==> src/rtl/ifft_sdf_sequencer.sv <==
// Master sequencer for the 64-point SDF IFFT pipeline: stage select lines,
// twiddle start pulses, pipeline enable, output framing and flush on input stop.
module ifft_sdf_sequencer #(
  parameter int NFFT      = 64,
  parameter int LOGN      = 6,
  parameter int STAGE_LAT = 1
) (
  input  logic            clk,
  input  logic            rst,
  input  logic            in_valid,
  output logic            in_ready,
  output logic            pipe_en,
  output logic [LOGN-1:0] bf_sel,
  output logic [LOGN-2:0] tw_active,
  output logic            out_valid,
  output logic            out_last,
  output logic            busy,
  output logic            err,
  output logic [1:0]      state_dbg
);

  // Handshake: a sample is taken on any cycle with in_valid & in_ready. In RUN a
  // low in_valid mid-frame is a bubble (slot still consumed, err set); a low
  // in_valid on the first slot of a frame ends input and starts the flush.

  // Cycle at which frame 0 reaches the input of stage k.
  function automatic int stage_arrival(input int k);
    int a;
    a = 0;
    for (int j = 0; j < k; j++) a += (NFFT >> (j + 1)) + STAGE_LAT;
    return a;
  endfunction

  localparam int L  = NFFT - 1 + LOGN * STAGE_LAT;
  localparam int GW = $clog2(L + 1);
  localparam logic [GW-1:0]   L_G        = GW'(L);
  localparam logic [GW-1:0]   FLUSH_LAST = GW'(L - 1);
  localparam logic [LOGN-1:0] CNT_LAST   = LOGN'(NFFT - 1);

  typedef enum logic [1:0] {IDLE = 2'd0, RUN = 2'd1, FLUSH = 2'd2} state_t;

  state_t          state, state_n;
  logic [LOGN-1:0] phase;      // g mod NFFT; equals in_cnt while in RUN
  logic [GW-1:0]   g_sat;      // g, saturating at L (only used for priming)
  logic [GW-1:0]   flush_cnt;  // flush cycles elapsed; the RUN boundary cycle is 0
  logic [LOGN-1:0] out_cnt;

  always_comb begin
    state_n = state;
    case (state)
      IDLE:    if (in_valid) state_n = RUN;
      RUN:     if (phase == '0 && !in_valid) state_n = FLUSH;
      FLUSH:   if (flush_cnt == FLUSH_LAST) state_n = IDLE;
      default: state_n = IDLE;
    endcase
  end

  always_ff @(posedge clk or negedge rst) begin
    if (!rst) begin
      state     <= IDLE;
      phase     <= '0;
      g_sat     <= '0;
      flush_cnt <= '0;
      out_cnt   <= '0;
      err       <= 1'b0;
    end else begin
      state <= state_n;
      if (state == RUN && phase != '0 && !in_valid) err <= 1'b1;
      if (state_n == IDLE) begin
        phase     <= '0;
        g_sat     <= '0;
        flush_cnt <= '0;
        out_cnt   <= '0;
      end else begin
        phase <= phase + 1'b1;
        if (g_sat != L_G) g_sat <= g_sat + 1'b1;
        flush_cnt <= (state_n == FLUSH) ? flush_cnt + 1'b1 : '0;
        if (out_valid) out_cnt <= out_cnt + 1'b1;
      end
    end
  end

  assign busy      = (state != IDLE);
  assign pipe_en   = busy;
  assign in_ready  = (state != FLUSH);
  assign out_valid = busy && (g_sat == L_G);
  assign out_last  = out_valid && (out_cnt == CNT_LAST);
  assign state_dbg = state;

  for (genvar k = 0; k < LOGN; k++) begin : g_stage
    localparam int AK = stage_arrival(k);
    localparam logic [GW-1:0]   AK_G = GW'(AK);
    localparam logic [LOGN-1:0] AK_P = LOGN'(AK);
    localparam logic [LOGN-1:0] MASK = LOGN'(1) << (LOGN - 1 - k);
    logic primed;
    if (AK == 0) begin : g_first
      assign primed = busy;
    end else begin : g_later
      assign primed = busy && (g_sat >= AK_G);
    end
    assign bf_sel[k] = primed && |((phase - AK_P) & MASK);
  end

  // A pulse in FLUSH belongs to a real frame only while fewer than D flush
  // cycles have elapsed; later phase matches are for frames never accepted.
  for (genvar k = 0; k < LOGN - 1; k++) begin : g_tw
    localparam int D = stage_arrival(k + 1) - 1;
    localparam logic [GW-1:0]   D_G = GW'(D);
    localparam logic [LOGN-1:0] D_P = LOGN'(D);
    assign tw_active[k] = busy && (phase == D_P) && (g_sat >= D_G) &&
                          (state != FLUSH || flush_cnt < D_G);
  end

endmodule

==> config.mk <==
export PLATFORM = sky130hd
export DESIGN_NAME = ifft_sdf_sequencer
export DESIGN_NICKNAME = d
export VERILOG_FILES = /design/src/rtl/ifft_sdf_sequencer.sv
export SDC_FILE = /design/constraint.sdc
export NUM_CORES = 1
export LEC_CHECK = 0
export ABC_AREA = 1
export BUFFER_PORTS_ARGS = -buffer_cell sky130_fd_sc_hd__buf_2
export CAP_MARGIN = 20
export CORE_UTILIZATION = 30
export CTS_BUF_LIST = sky130_fd_sc_hd__clkbuf_16
export DETAILED_ROUTE_END_ITERATION = 6
export SLEW_MARGIN = 20
export SYNTH_ARGS = -nofsm -noshare
export SYNTH_HDL_FRONTEND = slang
export SYNTH_SLANG_ARGS = --single-unit
==> constraint.sdc <==
create_clock -name clk -period 2 [get_ports clk]
set_input_delay 0.3 -clock clk [delete_from_list [all_inputs] [get_ports clk]]
set_output_delay 0.3 -clock clk [all_outputs]
set_load 0.02 [all_outputs]
==> run_results.csv, run 1 <==
group,metric,value,unit
run_status,outcome,"finished, final reports clean",
cells_and_area,drive_gt1_share,29.0,%
grt,grt_max_degree,30,
cells_and_area,final_common_cell,"nand2_1",
yosys,synth_area,0.00197,mm2
power,clkPwrFrac,27.6,%
timing,finalMaxSlewViolations,0,
grt,grt_overflow,0,
timing,tightest_slew,0.675,ns
cells_and_area,syn_to_final_growth,29.3,%
cells_and_area,most-common-layout-cells,"nand2_1 (41), inv_1 (34), nor2_1 (29)",
timing,rsz0062_at_grt,"true",
timing,min_period,1.99,ns
worst_setup_path,ff2ff_path_depth,8,
yosys,yosysWarnings,0,
grt,grt_pass1_wl,8.10,mm
cells_and_area,design_area,0.00254,mm2
cells_and_area,n_antenna_cell,0,
placement,dp_hpwl,3.34,mm
die,die_x,83.0,um
yosys,syn_nets,276,
cells_and_area,final_nets,315,
grt,grt_pass1_vias,1754,
yosys,synth_cell_types,29,
worst_setup_path,timing.rr.start,"flush_cnt[3]",
clock_tree,hold_buffers,0,
cells_and_area,fillCellCount,641,
die,start_util,31.0,%
grt,track_usage,14.4,%
hold_path,min_path_type,"in -> async",
power,internal-power,1.76,mW
die,die_h,83.0,um
die,rows,29,
yosys,yosysTopAreaCellShare,36.9,%
grt,antenna_found_initial,0,
worst_setup_path,arrival,1.69,ns
power,p_switching,1.25,mW
power,power_leakage,1.19,nW
timing,setup_violations,0,
routing,drtPass1Iterations,4,
placement,gp_congestion,0.857,
routing,ant_nets,0,
die,design.portCount,22,
power,combPwrFrac,43.8,%
timing,clock_skew,0.00397,ns
placement,portBuffers,21,
placement,placed_area,0.00215,mm2
power,p_per_area,1180,mW/mm2
clock_tree,htree_levels,2,
clock_tree,insertion_delay,0.27,ns
yosys,synth.largest_area_cell,"dfrtp_1",
timing,period_share,99.5,%
worst_setup_path,crit_type,"reg -> out",
routing,totalWireLength,4.90,mm
yosys,ys_ff_latch,29,
yosys,synth_area_leaders,"dfrtp_1 (37%), nand2_1 (8.4%), inv_1 (6.9%)",
routing,drtIter0Drc,86,
power,finalPower,3.01,mW
run,max-cap-violations,0,
timing,max_freq,503,MHz
power,vdd_drop_max,0.543,mV
cells_and_area,utilization,40.1,%
timing,finalWorstSetupSlack,0.0105,ns
timing,max_slew_margin,55.0,%
die,die_area,0.00688,mm2
clock_tree,clockBufferDepth,2,
clock_tree,cts_tree,"built",
worst_setup_path,reg2reg_slack,0.42,ns
worst_setup_path,worstSetupEndpointType,"primary output",
power,seqPwrFrac,28.7,%
routing,wl_per_cell,12.9,um
clock_tree,cts-root-buf,"clkbuf_16",
worst_setup_path,startpoint_type,"flip-flop",
clock_tree,clock-sinks,29,
power,netSwitchingFraction,41.6,%
routing,via_count,1828,
yosys,ys_seq_area_share,36.9,%
routing,vias_per_cell,4.81,
clock_tree,cts_buffers,5,
timing,hold_violations,0,
worst_setup_path,reg2reg_to,"g_sat[3]",
die,coreArea,0.00635,mm2
clock_tree,clkSlewWorstSetupHoldPaths,0.05,ns
placement,dp_slack,0.147,ns
routing,drcViolationCount,0,
yosys,synth_area_per_cell,7.48,um2
yosys,syn_inst,263,
worst_setup_path,cp.required,1.70,ns
worst_setup_path,path_max_fanout,4,
## metal layers
layer	wire, um	share of wire (%)	up-vias	track usage (%)
met5	0	0	-	0
met4	95	1.9	0	5.96
li1	-	-	924	-
met3	146	3.0	7	2.58
met2	2230	45	26	22.5
met1	2430	50	871	19.5
## what timing repair did
action,in CTS,in global routing
setup endpoints to repair,5,10
gates resized for setup,5,34
hold endpoints to repair,0,0
setup buffers,11,2
pin swaps,1,5
## power by group through the flow
stage / Sequential [mW] / Combinational, mW / Clock [mW]
floorplan: 0.821 / 0.855 / 0
global placement: 0.837 / 1.03 / 0
finish: 0.863 / 1.32 / 0.830
global route: 0.882 / 1.46 / 0.878
detailed placement: 0.840 / 1.03 / 0
CTS: 0.813 / 1.18 / 0.855
## cell usage after synthesis, drive strengths merged
cell type / count
a211oi: 1
a21o: 1
a21oi: 8
a31oi: 1
buf: 5
dfrtp: 29
ha: 10
inv: 39
nand2: 48
nand3: 27
nand3b: 2
nand4: 8
nor2: 46
nor3: 15
o211a: 1
o21ai: 8
o21bai: 1
o31ai: 1
or2: 1
xnor2: 1
xor2: 10
## cell type report
class | instances | area, um2 | share of cell area (%)
Multi-Input combinational cell | 190 | 1160 | 45.7
Sequential cell | 29 | 731 | 28.7
Timing Repair Buffer | 37 | 236 | 9.30
Inverter | 39 | 154 | 6.05
Clock buffer | 5 | 125 | 4.92
Tap cell | 77 | 96.3 | 3.79
Clock inverter | 3 | 37.5 | 1.48
## kinds of logic (layout without fill, tap and decap cells)
family / count (synthesis) / count (layout) / synth area share, %
simple gates: 147 / 147 / 35.4
buf+inv: 44 / 84 / 9.99
flops: 29 / 29 / 36.9
compound gates: 22 / 22 / 6.43
xor+xnor: 11 / 11 / 4.90
fa+ha+maj: 10 / 10 / 6.36
## worst max-delay path by stage
stage | start | endpoint | slack, ns | cells after the start
final | g_sat[1] | tw_active[4] | 0.01 | 6
after CTS | g_sat[1] | out_last | 0.002 | 9
after detailed placement | g_sat[1] | out_last | 0.15 | 9
after floorplan | state_dbg[1] | tw_active[2] | 0.009 | 5
after global routing | g_sat[1] | out_last | -0.06 | 9
after global placement | g_sat[1] | out_last | 0.16 | 9
## flip-flops by register name (all words and copies together) (netlist names)
register and flops:
out_cnt 6, flush_cnt 7, phase 6, g_sat 7
state_dbg 2, err 1
## worst max-delay path, stage by stage, from the launching register on
cell and delay (ns):
dfrtp_2 0.44, buf_4 0.16, nor2_1 0.19, inv_1 0.09, o21ai_0 0.28, a211oi_2 0.08, buf_2 0.18
## stage by stage
stage | std cells | TNS [ns] | hold WS, ns
floorplan | 263 | 0 | 0.00441
global placement | 359 | 0 | 0.383
detailed placement | 359 | 0 | 0.393
CTS | 378 | 0 | 0.0975
global route | 380 | -0.220 | 0.138
finish | 380 | 0 | 0.0616
Power figures use the tool's default switching activity.
==> inputs of run 2 (changes only) <==
- ABC_CLOCK_PERIOD_IN_PS: not set -> 2000
- CORE_ASPECT_RATIO: not set -> 0.7
==> run_results.csv, run 2 (synthesized netlist as in run 1, its figures left out) <==
group,metric,value,unit
run_status,outcome,"finished with violations",
run_status,violations,"setup timing",
worst_setup_path,path_max_fanout,5,
timing,clock_skew,0.00587,ns
worst_setup_path,startpoint_type,"flip-flop",
die,start_util,31.3,%
die,coreArea,0.00628,mm2
worst_setup_path,critPathMaxStageDelay,0.43,ns
die,design.portCount,22,
timing,period_share,100,%
routing,drtIter0Drc,128,
timing,hold_violations,0,
clock_tree,clockBufferDepth,2,
timing,min_period,2.01,ns
placement,portBuffers,21,
cells_and_area,final_common_cell,"nand2_1",
power,internal-power,1.68,mW
grt,antenna_found_initial,0,
die,die_x,98.8,um
grt,track_usage,14.5,%
run,max-cap-violations,0,
timing,tightest_slew,0.694,ns
worst_setup_path,arrival,1.71,ns
timing,max_freq,499,MHz
power,combPwrFrac,42.0,%
cells_and_area,reg_top3,"flush_cnt x7, g_sat x7",
power,netSwitchingFraction,41.5,%
die,die_area,0.00689,mm2
power,p_per_area,1170,mW/mm2
timing,finalWorstSetupSlack,-0.00562,ns
worst_setup_path,cp_slowest_cell,"dfrtp_1",
routing,via_count,1810,
worst_setup_path,crit_type,"reg -> out",
cells_and_area,drive_gt1_share,26.8,%
placement,dp_slack,0.147,ns
power,seqPwrFrac,29.0,%
hold_path,min_path_type,"in -> async",
worst_setup_path,reg2reg_slack,0.37,ns
routing,drcViolationCount,0,
clock_tree,clkSlewWorstSetupHoldPaths,0.05,ns
grt,grt_overflow,0,
worst_setup_path,crit_chain,"ha_1, nand3_1, nor3_2, o31ai_1, nor2_1, buf_4",
routing,drtPass1Iterations,5,
cells_and_area,n_antenna_cell,0,
timing,rsz0062_at_grt,"true",
worst_setup_path,cp.required,1.70,ns
routing,totalWireLength,4.87,mm
worst_setup_path,cp_top_family,"simple AND/OR/NAND/NOR gates",
placement,dp_hpwl,3.50,mm
timing,finalMaxSlewViolations,0,
grt,grt_pass1_wl,7.77,mm
die,rows,24,
clock_tree,insertion_delay,0.28,ns
routing,vias_per_cell,4.81,
worst_setup_path,worstSetupEndpointType,"primary output",
timing,max_slew_margin,53.7,%
routing,wl_per_cell,12.9,um
placement,gp_congestion,0.886,
grt,grt_max_degree,30,
clock_tree,cts_tree,"built",
cells_and_area,most-common-layout-cells,"nand2_1 (41), inv_1 (34), nor2_1 (28), dfrtp_1 (28), nand3_1 (25)",
timing,setup_violations,1,
power,p_switching,1.19,mW
clock_tree,clock-sinks,29,
routing,ant_nets,0,
power,power_leakage,1.16,nW
cells_and_area,final_nets,311,
clock_tree,cts-root-buf,"clkbuf_16",
power,vdd_drop_max,0.789,mV
cells_and_area,syn_to_final_growth,24.7,%
clock_tree,cts_buffers,5,
clock_tree,htree_levels,2,
timing,whs,0.0730,ns
die,die_h,69.7,um
worst_setup_path,cp_num_buf_inv,1,
power,clkPwrFrac,29.0,%
grt,grt_pass1_vias,1588,
## run 2: cell types whose count changed in the layout (fill, tap and decap cells not counted), moves of 2 or more
| cell | change |
|---|---|
| buf_4 | -3 |
| ha_4 | -2 |
| nor2_4 | -2 |
| nor2_2 | +3 |
| dfrtp_2 | -3 |
| dfrtp_1 | +3 |
| nand3_1 | +2 |
## run 2: worst paths after layout
path,depth (start not counted),from,endpoint
setup / recovery,6,phase[1],tw_active[3]
hold / removal,1,rst,phase[3]
setup reg to reg,9,state_dbg[1],g_sat[3]
hold reg to reg,1,err,err
max in group asynchronous,1,rst,phase[0]
min in group clk,3,in_valid,err
## run 2: final cells by class
| type | instances | area [um2] |
|---|---|---|
| clock inverters | 2 | 35.0 |
| inverters | 39 | 151 |
| multi-input cells | 190 | 1110 |
| flip-flops and latches | 29 | 727 |
| well taps | 78 | 97.6 |
| fillers | 642 | 3820 |
| repair buffers | 33 | 203 |
| clock buffers | 5 | 125 |
## run 2: metal layers
metal / up-vias / global-route usage, % / part of all wire [%]
li1: 912 / - / -
met5: - / 0 / 0
met4: 0 / 4.64 / 0.66
met3: 4 / 3.43 / 4.4
met2: 36 / 19.9 / 43
met1: 858 / 22.1 / 51
## run 2: worst register-to-register path, stage by stage, from the launching register on
cell	delay, ns
dfrtp_1	0.42
buf_4	0.15
buf_4	0.13
nor3_1	0.26
nand2_1	0.11
nand2_2	0.09
nand2_4	0.10
nand2_4	0.10
inv_6	0.09
nor2_1	0.10
## run 2: metrics by stage
stage,cell area [um2],util [%],cells,setup TNS [ns],total power [mW]
2_1_floorplan,1970,-,263,0,1.68
3_3_place_gp,2150,34.2,360,0,1.90
3_5_place_dp,2150,34.2,360,0,1.90
4_1_cts,2390,38.1,373,-0.0194,2.83
5_1_grt,2450,39.1,376,-0.609,3.07
6_report,2450,39.1,376,-0.00562,2.87
## run 2: power groups by stage
stage	Combinational, mW	Sequential (mW)	Clock (mW)
after floorplan	0.855	0.821	0
after global placement	1.07	0.828	0
after detailed placement	1.07	0.830	0
after CTS	1.16	0.819	0.849
after global routing	1.35	0.846	0.875
final	1.20	0.832	0.831
## run 2: what timing repair did
item / CTS / global route
pin swaps: 3 / 5
setup endpoints to repair: 6 / 11
resized for setup: 11 / 15
buffers inserted: 6 / 3
hold buffers: 0 / 0
==> inputs of run 3 (changes only) <==
- CELL_PAD_IN_SITES_DETAIL_PLACEMENT: not set -> 1
- CELL_PAD_IN_SITES_GLOBAL_PLACEMENT: not set -> 1
- CORE_ASPECT_RATIO: 0.7 -> 1.4
- PLACE_DENSITY_LB_ADDON: not set -> 0.1
==> run_results.csv, run 3 (synthesized netlist as in run 1, its figures left out) <==
group,metric,value,unit
timing,rsz0062_at_grt,"true",
timing,finalWorstSetupSlack,0.0426,ns
worst_setup_path,timing.rr.start,"phase[0]",
routing,drtIter0Drc,90,
grt,grt_pass1_vias,2022,
run_status,outcome,"finished, final reports clean",
cells_and_area,syn_to_final_growth,28.3,%
grt,antenna_found_initial,0,
routing,vias_per_cell,4.97,
routing,drcViolationCount,0,
clock_tree,clockBufferDepth,2,
power,power_leakage,1.20,nW
power,finalPower,2.84,mW
clock_tree,clkSlewWorstSetupHoldPaths,0.05,ns
cells_and_area,final_nets,318,
cells_and_area,utilization,40.4,%
power,p_per_area,1120,mW/mm2
die,design.portCount,22,
worst_setup_path,path_max_fanout,4,
cells_and_area,drive_gt1_share,30.7,%
die,start_util,31.5,%
timing,setup_violations,0,
placement,gp_congestion,0.776,
worst_setup_path,startpoint_type,"flip-flop",
routing,ant_nets,0,
timing,max_slew_margin,51.3,%
clock_tree,insertion_delay,0.27,ns
worst_setup_path,cp.required,1.70,ns
grt,grt_overflow,0,
grt,track_usage,17.7,%
die,die_x,70.4,um
cells_and_area,final_common_cell,"nand2_1",
clock_tree,cts_tree,"built",
timing,min_period,1.96,ns
placement,dp_slack,0.136,ns
routing,drtPass1Iterations,4,
cells_and_area,most-common-layout-cells,"nand2_1 (40), inv_1 (35), nor2_1 (28)",
power,vdd_drop_max,0.726,mV
timing,max_freq,511,MHz
placement,dp_hpwl,4.04,mm
worst_setup_path,crit_type,"reg -> out",
timing,period_share,97.9,%
cells_and_area,n_antenna_cell,0,
clock_tree,cts-root-buf,"clkbuf_16",
timing,finalMaxSlewViolations,0,
cells_and_area,fillCellCount,797,
timing,hold_violations,0,
die,die_h,97.8,um
grt,grt_max_degree,30,
timing,tightest_slew,0.731,ns
clock_tree,htree_levels,2,
die,rows,34,
worst_setup_path,ff2ff_path_depth,9,
die,die_area,0.00689,mm2
timing,clock_skew,0.00276,ns
worst_setup_path,arrival,1.66,ns
placement,portBuffers,21,
cells_and_area,reg_top3,"flush_cnt x7, g_sat x7",
worst_setup_path,reg2reg_to,"g_sat[5]",
grt,grt_pass1_wl,9.56,mm
routing,totalWireLength,5.60,mm
worst_setup_path,worstSetupEndpointType,"primary output",
timing,fin_tns_setup,0,ns
die,coreArea,0.00625,mm2
run,max-cap-violations,0,
worst_setup_path,reg2reg_slack,0.37,ns
cells_and_area,design_area,0.00252,mm2
routing,via_count,1878,
hold_path,min_path_type,"in -> async",
placement,placed_area,0.00215,mm2
clock_tree,cts_buffers,5,
clock_tree,clock-sinks,29,
routing,wl_per_cell,14.8,um
[run 3: timing repair]
item	CTS	global route
resized for setup	14	27
endpoints found under the setup margin	6	7
setup buffers	6	8
hold buffers	0	0
pin swaps	2	9
cloned	0	0
[run 3: power breakdown]
| part | switching (mW) | leakage [nW] | internal, mW |
|---|---|---|---|
| clock | 0.267 | 0.0776 | 0.447 |
| combinational | 0.823 | 0.736 | 0.444 |
| sequential | 0.164 | 0.383 | 0.691 |
| total | 1.25 | 1.20 | 1.58 |
[run 3: worst max-delay path, cell delays in order, from the launching register on]
cell and delay, ns:
dfrtp_1 0.43, nor2_4 0.08, nor2_4 0.13, nand2_2 0.06
or2_4 0.26, nor2_2 0.10, nand2_1 0.06, nor2_2 0.13
buf_6 0.14
[run 3: worst max-delay path by stage]
stage / end / from / slack (ns)
4_1_cts: out_last / g_sat[1] / -0.01
3_5_place_dp: out_last / g_sat[0] / 0.14
6_report: tw_active[1] / state_dbg[1] / 0.04
5_1_grt: tw_active[1] / state_dbg[1] / -0.06
2_1_floorplan: tw_active[2] / state_dbg[1] / 0.009
3_3_place_gp: out_last / g_sat[0] / 0.23
[run 3: area by class of cell]
class / instances / area [um2] / share of cell area (%)
multi-input cells: 190 / 1150 / 45.6
flip-flops and latches: 29 / 731 / 29.0
repair buffers: 40 / 264 / 10.5
inverters: 39 / 151 / 6.00
clock buffers: 5 / 125 / 4.96
well taps: 72 / 90.1 / 3.57
clock inverters: 3 / 11.3 / 0.446
[run 3: through the flow]
stage / hold slack [ns] / instances
floorplan: 0.00441 / 263
global placement: 0.407 / 356
global route: 0.163 / 378
detailed placement: 0.406 / 356
finish: 0.0842 / 378
CTS: 0.121 / 370
[run 3: per-layer routing]
layer  up-vias  GRT usage [%]  wire length (um)
met1       912           20.0              2340
met5         -              0                 0
met2        28           32.4              2980
met4         0           7.23               126
li1        927              -                 -
met3        11           3.10               157
